--- config.mk ---
export PLATFORM = sky130hd
export DESIGN_NAME = cdb_arbiter
export DESIGN_NICKNAME = d
export VERILOG_FILES = /design/src/rtl/cdb_arbiter.sv
export SDC_FILE = /design/constraint.sdc
export NUM_CORES = 1
export LEC_CHECK = 0
export BUFFER_PORTS_ARGS = -buffer_cell sky130_fd_sc_hd__buf_2
export CAP_MARGIN = 20
export CORE_ASPECT_RATIO = 2
export CORE_MARGIN = 1.5
export CORE_UTILIZATION = 45
export CTS_CLUSTER_DIAMETER = 150
export DETAILED_ROUTE_END_ITERATION = 6
export GPL_TIMING_DRIVEN = 0
export PLACE_DENSITY = 0.76
export RECOVER_POWER = 50
export SLEW_MARGIN = 20
export SYNTH_ARGS = -nofsm -noshare
export SYNTH_HDL_FRONTEND = slang
export SYNTH_SLANG_ARGS = --single-unit
--- constraint.sdc ---
create_clock -name clk -period 2.9 [get_ports clk]
set_clock_uncertainty 0.15 [all_clocks]
set_input_delay 0.29 -clock clk [delete_from_list [all_inputs] [get_ports clk]]
set_output_delay 0.29 -clock clk [all_outputs]
set_load 0.05 [all_outputs]
--- src/rtl/cdb_arbiter.sv ---
// Purpose : per-FU result FIFOs arbitrated round-robin onto one registered common data bus.
// Latency : FU result to cdb_valid is 2 cycles on an idle bus, or 1 cycle with CDB_BYPASS_EN.
// Backpr. : cdb_* hold while cdb_valid & ~cdb_ready; fu_full[i] makes FU i hold its result.
//
// Ports:
//   clk, rstn (sync, active-low), flush   - clock, reset, mispredict squash
//   fu_valid/fu_data/fu_dr/fu_full        - per-FU result inputs and backpressure
//   cdb_valid/cdb_ready/cdb_data/cdb_dr/cdb_fu_id - registered broadcast bus
//   err_overflow                          - sticky: result arrived while its FIFO was full
// Optional feature macro: CDB_BYPASS_EN (empty-FIFO results go straight onto the bus).
module cdb_arbiter #(
  parameter  int NUM_FU     = 4,
  parameter  int FIFO_DEPTH = 4,
  parameter  int DATA_W     = 32,
  parameter  int TAG_W      = 6,
  localparam int FU_ID_W    = (NUM_FU > 1) ? $clog2(NUM_FU) : 1
) (
  input  logic                     clk,
  input  logic                     rstn,
  input  logic                     flush,
  input  logic [NUM_FU-1:0]        fu_valid,
  input  logic [NUM_FU*DATA_W-1:0] fu_data,
  input  logic [NUM_FU*TAG_W-1:0]  fu_dr,
  output logic [NUM_FU-1:0]        fu_full,
  input  logic                     cdb_ready,
  output logic                     cdb_valid,
  output logic [DATA_W-1:0]        cdb_data,
  output logic [TAG_W-1:0]         cdb_dr,
  output logic [FU_ID_W-1:0]       cdb_fu_id,
  output logic                     err_overflow
);

  localparam int AW = $clog2(FIFO_DEPTH);
  localparam int PW = AW + 1;  // extra wrap bit distinguishes full from empty

  typedef struct packed {
    logic [DATA_W-1:0] data;
    logic [TAG_W-1:0]  dr;
  } entry_t;

  entry_t             mem_q    [NUM_FU][FIFO_DEPTH];
  entry_t             mem_d    [NUM_FU][FIFO_DEPTH];
  logic [PW-1:0]      wr_ptr_q [NUM_FU];
  logic [PW-1:0]      wr_ptr_d [NUM_FU];
  logic [PW-1:0]      rd_ptr_q [NUM_FU];
  logic [PW-1:0]      rd_ptr_d [NUM_FU];
  logic [FU_ID_W-1:0] rr_ptr_q, rr_ptr_d;
  logic               cdb_valid_q, cdb_valid_d;
  logic [DATA_W-1:0]  cdb_data_q, cdb_data_d;
  logic [TAG_W-1:0]   cdb_dr_q, cdb_dr_d;
  logic [FU_ID_W-1:0] cdb_fu_id_q, cdb_fu_id_d;
  logic               err_overflow_q, err_overflow_d;

  logic [NUM_FU-1:0]  empty, full, req;
  logic               load, gnt_vld, bypass, pop;
  logic [FU_ID_W-1:0] gnt_idx;
  entry_t             head;

  function automatic logic [FU_ID_W-1:0] wrap_idx(input logic [FU_ID_W-1:0] base, input int k);
    return FU_ID_W'((int'(base) + k) % NUM_FU);
  endfunction

  // Status is decoded from registered pointers only, so fu_full never depends on this cycle's inputs.
  always_comb begin
    empty = '0;
    full  = '0;
    for (int i = 0; i < NUM_FU; i++) begin
      empty[i] = (wr_ptr_q[i] == rd_ptr_q[i]);
      full[i]  = ((wr_ptr_q[i] - rd_ptr_q[i]) == PW'(FIFO_DEPTH));
    end
  end

  always_comb begin
`ifdef CDB_BYPASS_EN
    // A valid result at an empty FIFO may compete; a non-empty FIFO always offers its head first.
    req = ~empty | fu_valid;
`else
    req = ~empty;
`endif
    gnt_vld = 1'b0;
    gnt_idx = '0;
    for (int k = 0; k < NUM_FU; k++) begin
      if (!gnt_vld && req[wrap_idx(rr_ptr_q, k)]) begin
        gnt_vld = 1'b1;
        gnt_idx = wrap_idx(rr_ptr_q, k);
      end
    end
  end

  always_comb begin
    mem_d          = mem_q;
    wr_ptr_d       = wr_ptr_q;
    rd_ptr_d       = rd_ptr_q;
    rr_ptr_d       = rr_ptr_q;
    cdb_valid_d    = cdb_valid_q;
    cdb_data_d     = cdb_data_q;
    cdb_dr_d       = cdb_dr_q;
    cdb_fu_id_d    = cdb_fu_id_q;
    err_overflow_d = err_overflow_q | (|(fu_valid & full));

    load = ~cdb_valid_q | cdb_ready;
    head = mem_q[gnt_idx][rd_ptr_q[gnt_idx][AW-1:0]];
`ifdef CDB_BYPASS_EN
    bypass = load & gnt_vld & empty[gnt_idx];
`else
    bypass = 1'b0;
`endif
    pop = load & gnt_vld & ~bypass;

    if (load) begin
      cdb_valid_d = gnt_vld;
      if (gnt_vld) begin
        if (bypass) begin
          cdb_data_d = fu_data[gnt_idx*DATA_W +: DATA_W];
          cdb_dr_d   = fu_dr[gnt_idx*TAG_W +: TAG_W];
        end else begin
          cdb_data_d = head.data;
          cdb_dr_d   = head.dr;
        end
        cdb_fu_id_d = gnt_idx;
        rr_ptr_d    = wrap_idx(gnt_idx, 1);
      end
    end

    for (int i = 0; i < NUM_FU; i++) begin
      // A bypassed result is already on the bus and must not also be buffered.
      if (fu_valid[i] && !full[i] && !(bypass && gnt_idx == FU_ID_W'(i))) begin
        mem_d[i][wr_ptr_q[i][AW-1:0]] = '{data: fu_data[i*DATA_W +: DATA_W],
                                          dr:   fu_dr[i*TAG_W +: TAG_W]};
        wr_ptr_d[i] = wr_ptr_q[i] + PW'(1);
      end
      if (pop && gnt_idx == FU_ID_W'(i)) begin
        rd_ptr_d[i] = rd_ptr_q[i] + PW'(1);
      end
    end

    // Squash wins over enqueue and grant; the bus payload keeps its last value.
    if (flush) begin
      for (int i = 0; i < NUM_FU; i++) begin
        wr_ptr_d[i] = '0;
        rd_ptr_d[i] = '0;
      end
      rr_ptr_d    = '0;
      cdb_valid_d = 1'b0;
      cdb_data_d  = cdb_data_q;
      cdb_dr_d    = cdb_dr_q;
      cdb_fu_id_d = cdb_fu_id_q;
    end
  end

  always_ff @(posedge clk) begin
    if (!rstn) begin
      for (int i = 0; i < NUM_FU; i++) begin
        wr_ptr_q[i] <= '0;
        rd_ptr_q[i] <= '0;
      end
      rr_ptr_q       <= '0;
      cdb_valid_q    <= 1'b0;
      cdb_data_q     <= '0;
      cdb_dr_q       <= '0;
      cdb_fu_id_q    <= '0;
      err_overflow_q <= 1'b0;
    end else begin
      wr_ptr_q       <= wr_ptr_d;
      rd_ptr_q       <= rd_ptr_d;
      rr_ptr_q       <= rr_ptr_d;
      cdb_valid_q    <= cdb_valid_d;
      cdb_data_q     <= cdb_data_d;
      cdb_dr_q       <= cdb_dr_d;
      cdb_fu_id_q    <= cdb_fu_id_d;
      err_overflow_q <= err_overflow_d;
    end
  end

  // Storage needs no reset: entries are only visible through reset pointers.
  always_ff @(posedge clk) begin
    mem_q <= mem_d;
  end

  assign fu_full      = full;
  assign cdb_valid    = cdb_valid_q;
  assign cdb_data     = cdb_data_q;
  assign cdb_dr       = cdb_dr_q;
  assign cdb_fu_id    = cdb_fu_id_q;
  assign err_overflow = err_overflow_q;

endmodule

==> results.md <==
* Status: finished with violations
* Failing checks: design-rule violations, negative setup slack
* Min cycle time layout at 3.48 ns
* Die area at 61,500 um2
* Peak VDD IR at 551 uV
* Sw Ratio at 0.344
* Worst Setup Start Kind: flip-flop
* Global-route wire length before repair at 137,000 um
* Psw at 9440 uW
* Final Max Slew Viols at 0
* Critical Path RT at 3.23 ns
* H-tree levels at 2
* Syn_nets at 2,078
* RSZ-0062 raised after global routing: true
* Final setup fails at 56
* Max cap viols at 0
* Comb power frac at 0.297
* Worst reg-to-reg setup slack at -0.58 ns
* FF+latch count, synth at 676
* HP Class: input pin to flip-flop
* Number of global-route vias before repair at 20,800
* Post-Route Setup TNS at -20.07 ns
* Number of vias per cell at 6.40
* P per Cell Area at 809 nW/um2
* GP Congestion at 0.913
* Fill count at 4,513
* Clock slew at reported path FFs at 0.07 ns
* WS Path Type: flip-flop to flip-flop
* Hold_sp: fu_valid[3]
* ANT nets after route at 0
* CP arrival at 3.81 ns
* EDFF count, synth at 608
* Sequential share of power at 0.414
* Internal at 18,000 uW
* Core area at 59,100 um2
* Worst slew margin at 0.384
* CTS tree: built
* Syn Std Cell Area at 27,000 um2
* I/O pins at 206
* First-pass detailed-route iteration total at 7
* PnR worst setup slack at -0.580 ns
* Top achievable clock speed at 287 MHz
* Overflow after GRT at 0
* Crit. Startpoint: wr_ptr_q[6]
* Synth Flop Type: edfxtp_1
* Total track usage at 0.316
* Clk buf depth at 3
* FFs w/ async S/R, synth at 0
* Hold Violations, Final at 0
* Routed length per instance at 31.1 um
* Initial Utilization at 0.456
* Period utilisation layout at 1.20
* Nets at 2,537
* CTS root buffer: clkbuf_16
* DR iter-0 viols at 2,470
* Mapped Cells at 1,886
* Port Buffers at 205
* Synth cell types at 39
* Area Growth Syn to Fin at 25.8%
* Share of post-route cells with drive strength above 1 at 0.196
* DRC errors left at 4
* Overall die height at 349 um
* R2R Path Start: wr_ptr_q[6]
* YS warnings at 0
* Initial antenna violation count at 5
* Clock Latency Late Sink at 0.62 ns
* DP HPWL at 60,900 um
* Clk pwr share at 0.289
* Via count at 20,200
* Hold Slack at 0.00996 ns
* CTS Sinks at 676
* Die Width at 176 um
* Total Power at 27,500 uW
* Pleak at 0.0122 uW
* Largest net degree at the start of global routing at 39
* WL final at 98,400 um
* Worst slew pin tran at 0.924 ns
* Synthesized area per cell at 14.3 um2
* CTS buffer count at 52
* Post-synthesis sequential area ratio at 0.727
* Max FO, Critical Path at 10
* Worst setup EP type: flip-flop
* Row count at 126
[logic make-up (layout without fill, tap and decap cells)]
group / after synthesis / after routing / synth area share
AOI/OAI and AO/OA: 441 / 441 / 0.126
xor gates and xnor gates: 25 / 25 / 0.00812
adders and majority gates: 32 / 32 / 0.0148
buffers and inverters: 156 / 654 / 0.0235
DFF: 676 / 676 / 0.727
muxes: 47 / 47 / 0.0184
other: 0 / 4 / 0
and+or+nand+nor: 509 / 512 / 0.0818
[metrics by stage]
| step | cells | setup slack [ns] | area [um2] | utilization |
|---|---|---|---|---|
| global route | 3156 | -0.604 | 33900 | 0.574 |
| CTS | 3140 | -0.432 | 33600 | 0.568 |
| global placement | 2859 | -1.46 | 29100 | 0.492 |
| detailed placement | 2865 | -1.52 | 29200 | 0.495 |
| finish | 3159 | -0.580 | 33900 | 0.574 |
| floorplan | 1886 | -0.0813 | 27100 | - |
[layout make-up]
type | count | area, um2 | share of cell area
plain buffers | 138 | 1060 | 0.0313
multi-input cells | 1057 | 7450 | 0.219
clock buffers | 64 | 1410 | 0.0415
clock inverters | 32 | 455 | 0.0134
well taps | 768 | 961 | 0.0283
diodes | 4 | 10.0 | 0.000295
flip-flops and latches | 676 | 19600 | 0.579
repair buffers | 402 | 2870 | 0.0845
inverters | 18 | 82.6 | 0.00243
[registers in the layout, summed over array words and instances, names as in the netlist]
signal / flops
cdb_valid: 1
cdb_dr: 6
cdb_fu_id: 2
wr_ptr_q: 12
cdb_data: 32
err_overflow: 1
rr_ptr_q: 2
rd_ptr_q: 12
mem_q: 608
[power groups by stage]
| stage | combinational, uW | clock [uW] | sequential, uW |
|---|---|---|---|
| 2_1_floorplan | 3410 | 0 | 12100 |
| 3_3_place_gp | 6460 | 0 | 11500 |
| 3_5_place_dp | 6630 | 0 | 11600 |
| 4_1_cts | 7470 | 7870 | 11300 |
| 5_1_grt | 8340 | 8190 | 11400 |
| 6_report | 8160 | 7940 | 11400 |
[per-layer routing]
layer | share of wire | up-vias | global-route usage
li1 | - | 8167 | -
met1 | 0.30 | 9610 | 0.338
met2 | 0.48 | 1832 | 0.534
met3 | 0.12 | 606 | 0.0684
met4 | 0.096 | 6 | 0.254
met5 | 0.00035 | - | 0
[worst max-delay path, stage by stage, from the launching register on]
cell,delay [ns]
dfxtp_2,0.34
inv_2,0.05
ha_4,0.26
and2_4,0.15
nand2_4,0.05
o311a_4,0.45
nand2_4,0.12
buf_12,0.15
mux4_2,0.56
buf_12,0.18
buf_16,0.16
buf_4,0.19
clkbuf_16,0.20
a21oi_4,0.14
o211ai_1,0.13
[final timing paths]
check | end | cells past startpoint
setup / recovery | cdb_data[26] | 14
hold / removal | wr_ptr_q[0] | 4
setup reg to reg | cdb_data[26] | 14
hold reg to reg | cdb_data[4] | 2
[cell usage in the layout, fill, tap and decap left out, types with 27 or more instances in the layout]
master / count
a211oi_1: 63
a21oi_1: 100
a221oi_2: 30
a311oi_1: 47
a311oi_2: 29
a32oi_1: 38
and3_1: 76
buf_2: 63
buf_4: 31
clkbuf_1: 172
clkbuf_16: 58
clkbuf_2: 57
dfxtp_1: 56
dlygate4sd3_1: 157
edfxtp_1: 608
mux2i_1: 45
nand2_1: 354
nor2_1: 27
o211ai_1: 38
o21bai_1: 37
[Yosys cell counts (2+ instances only)]
master | number | area (um2)
edfxtp_1 | 608 | 18300
nand2_1 | 358 | 1340
a21oi_1 | 122 | 611
clkbuf_1 | 114 | 428
a211oi_1 | 79 | 593
a311oi_1 | 76 | 666
and3_1 | 76 | 475
dfxtp_1 | 68 | 1360
mux2i_1 | 45 | 450
a32oi_1 | 38 | 333
o211ai_1 | 38 | 285
o21bai_1 | 38 | 285
ha_1 | 32 | 400
a221oi_2 | 30 | 450
nor2_1 | 29 | 109
and2_1 | 22 | 138
xnor2_1 | 19 | 166
inv_1 | 17 | 63.8
nor2b_1 | 13 | 81.3
buf_1 | 10 | 37.5
buf_2 | 9 | 45.0
a221oi_1 | 8 | 70.1
nand3_1 | 8 | 40.0
xor2_1 | 6 | 52.6
buf_6 | 5 | 56.3
o21ai_0 | 3 | 15.0
mux4_2 | 2 | 45.0
nand2b_1 | 2 | 12.5
[what timing repair did]
item / CTS / global route
pin swaps: 13 / 21
resized for setup: 244 / 94
setup buffers: 19 / 13
setup endpoints to repair: 300 / 168
cloned: 3 / 2
hold buffers: 157 / 0
endpoints found under the hold margin: 612 / 0
Power figures use the tool's default switching activity.
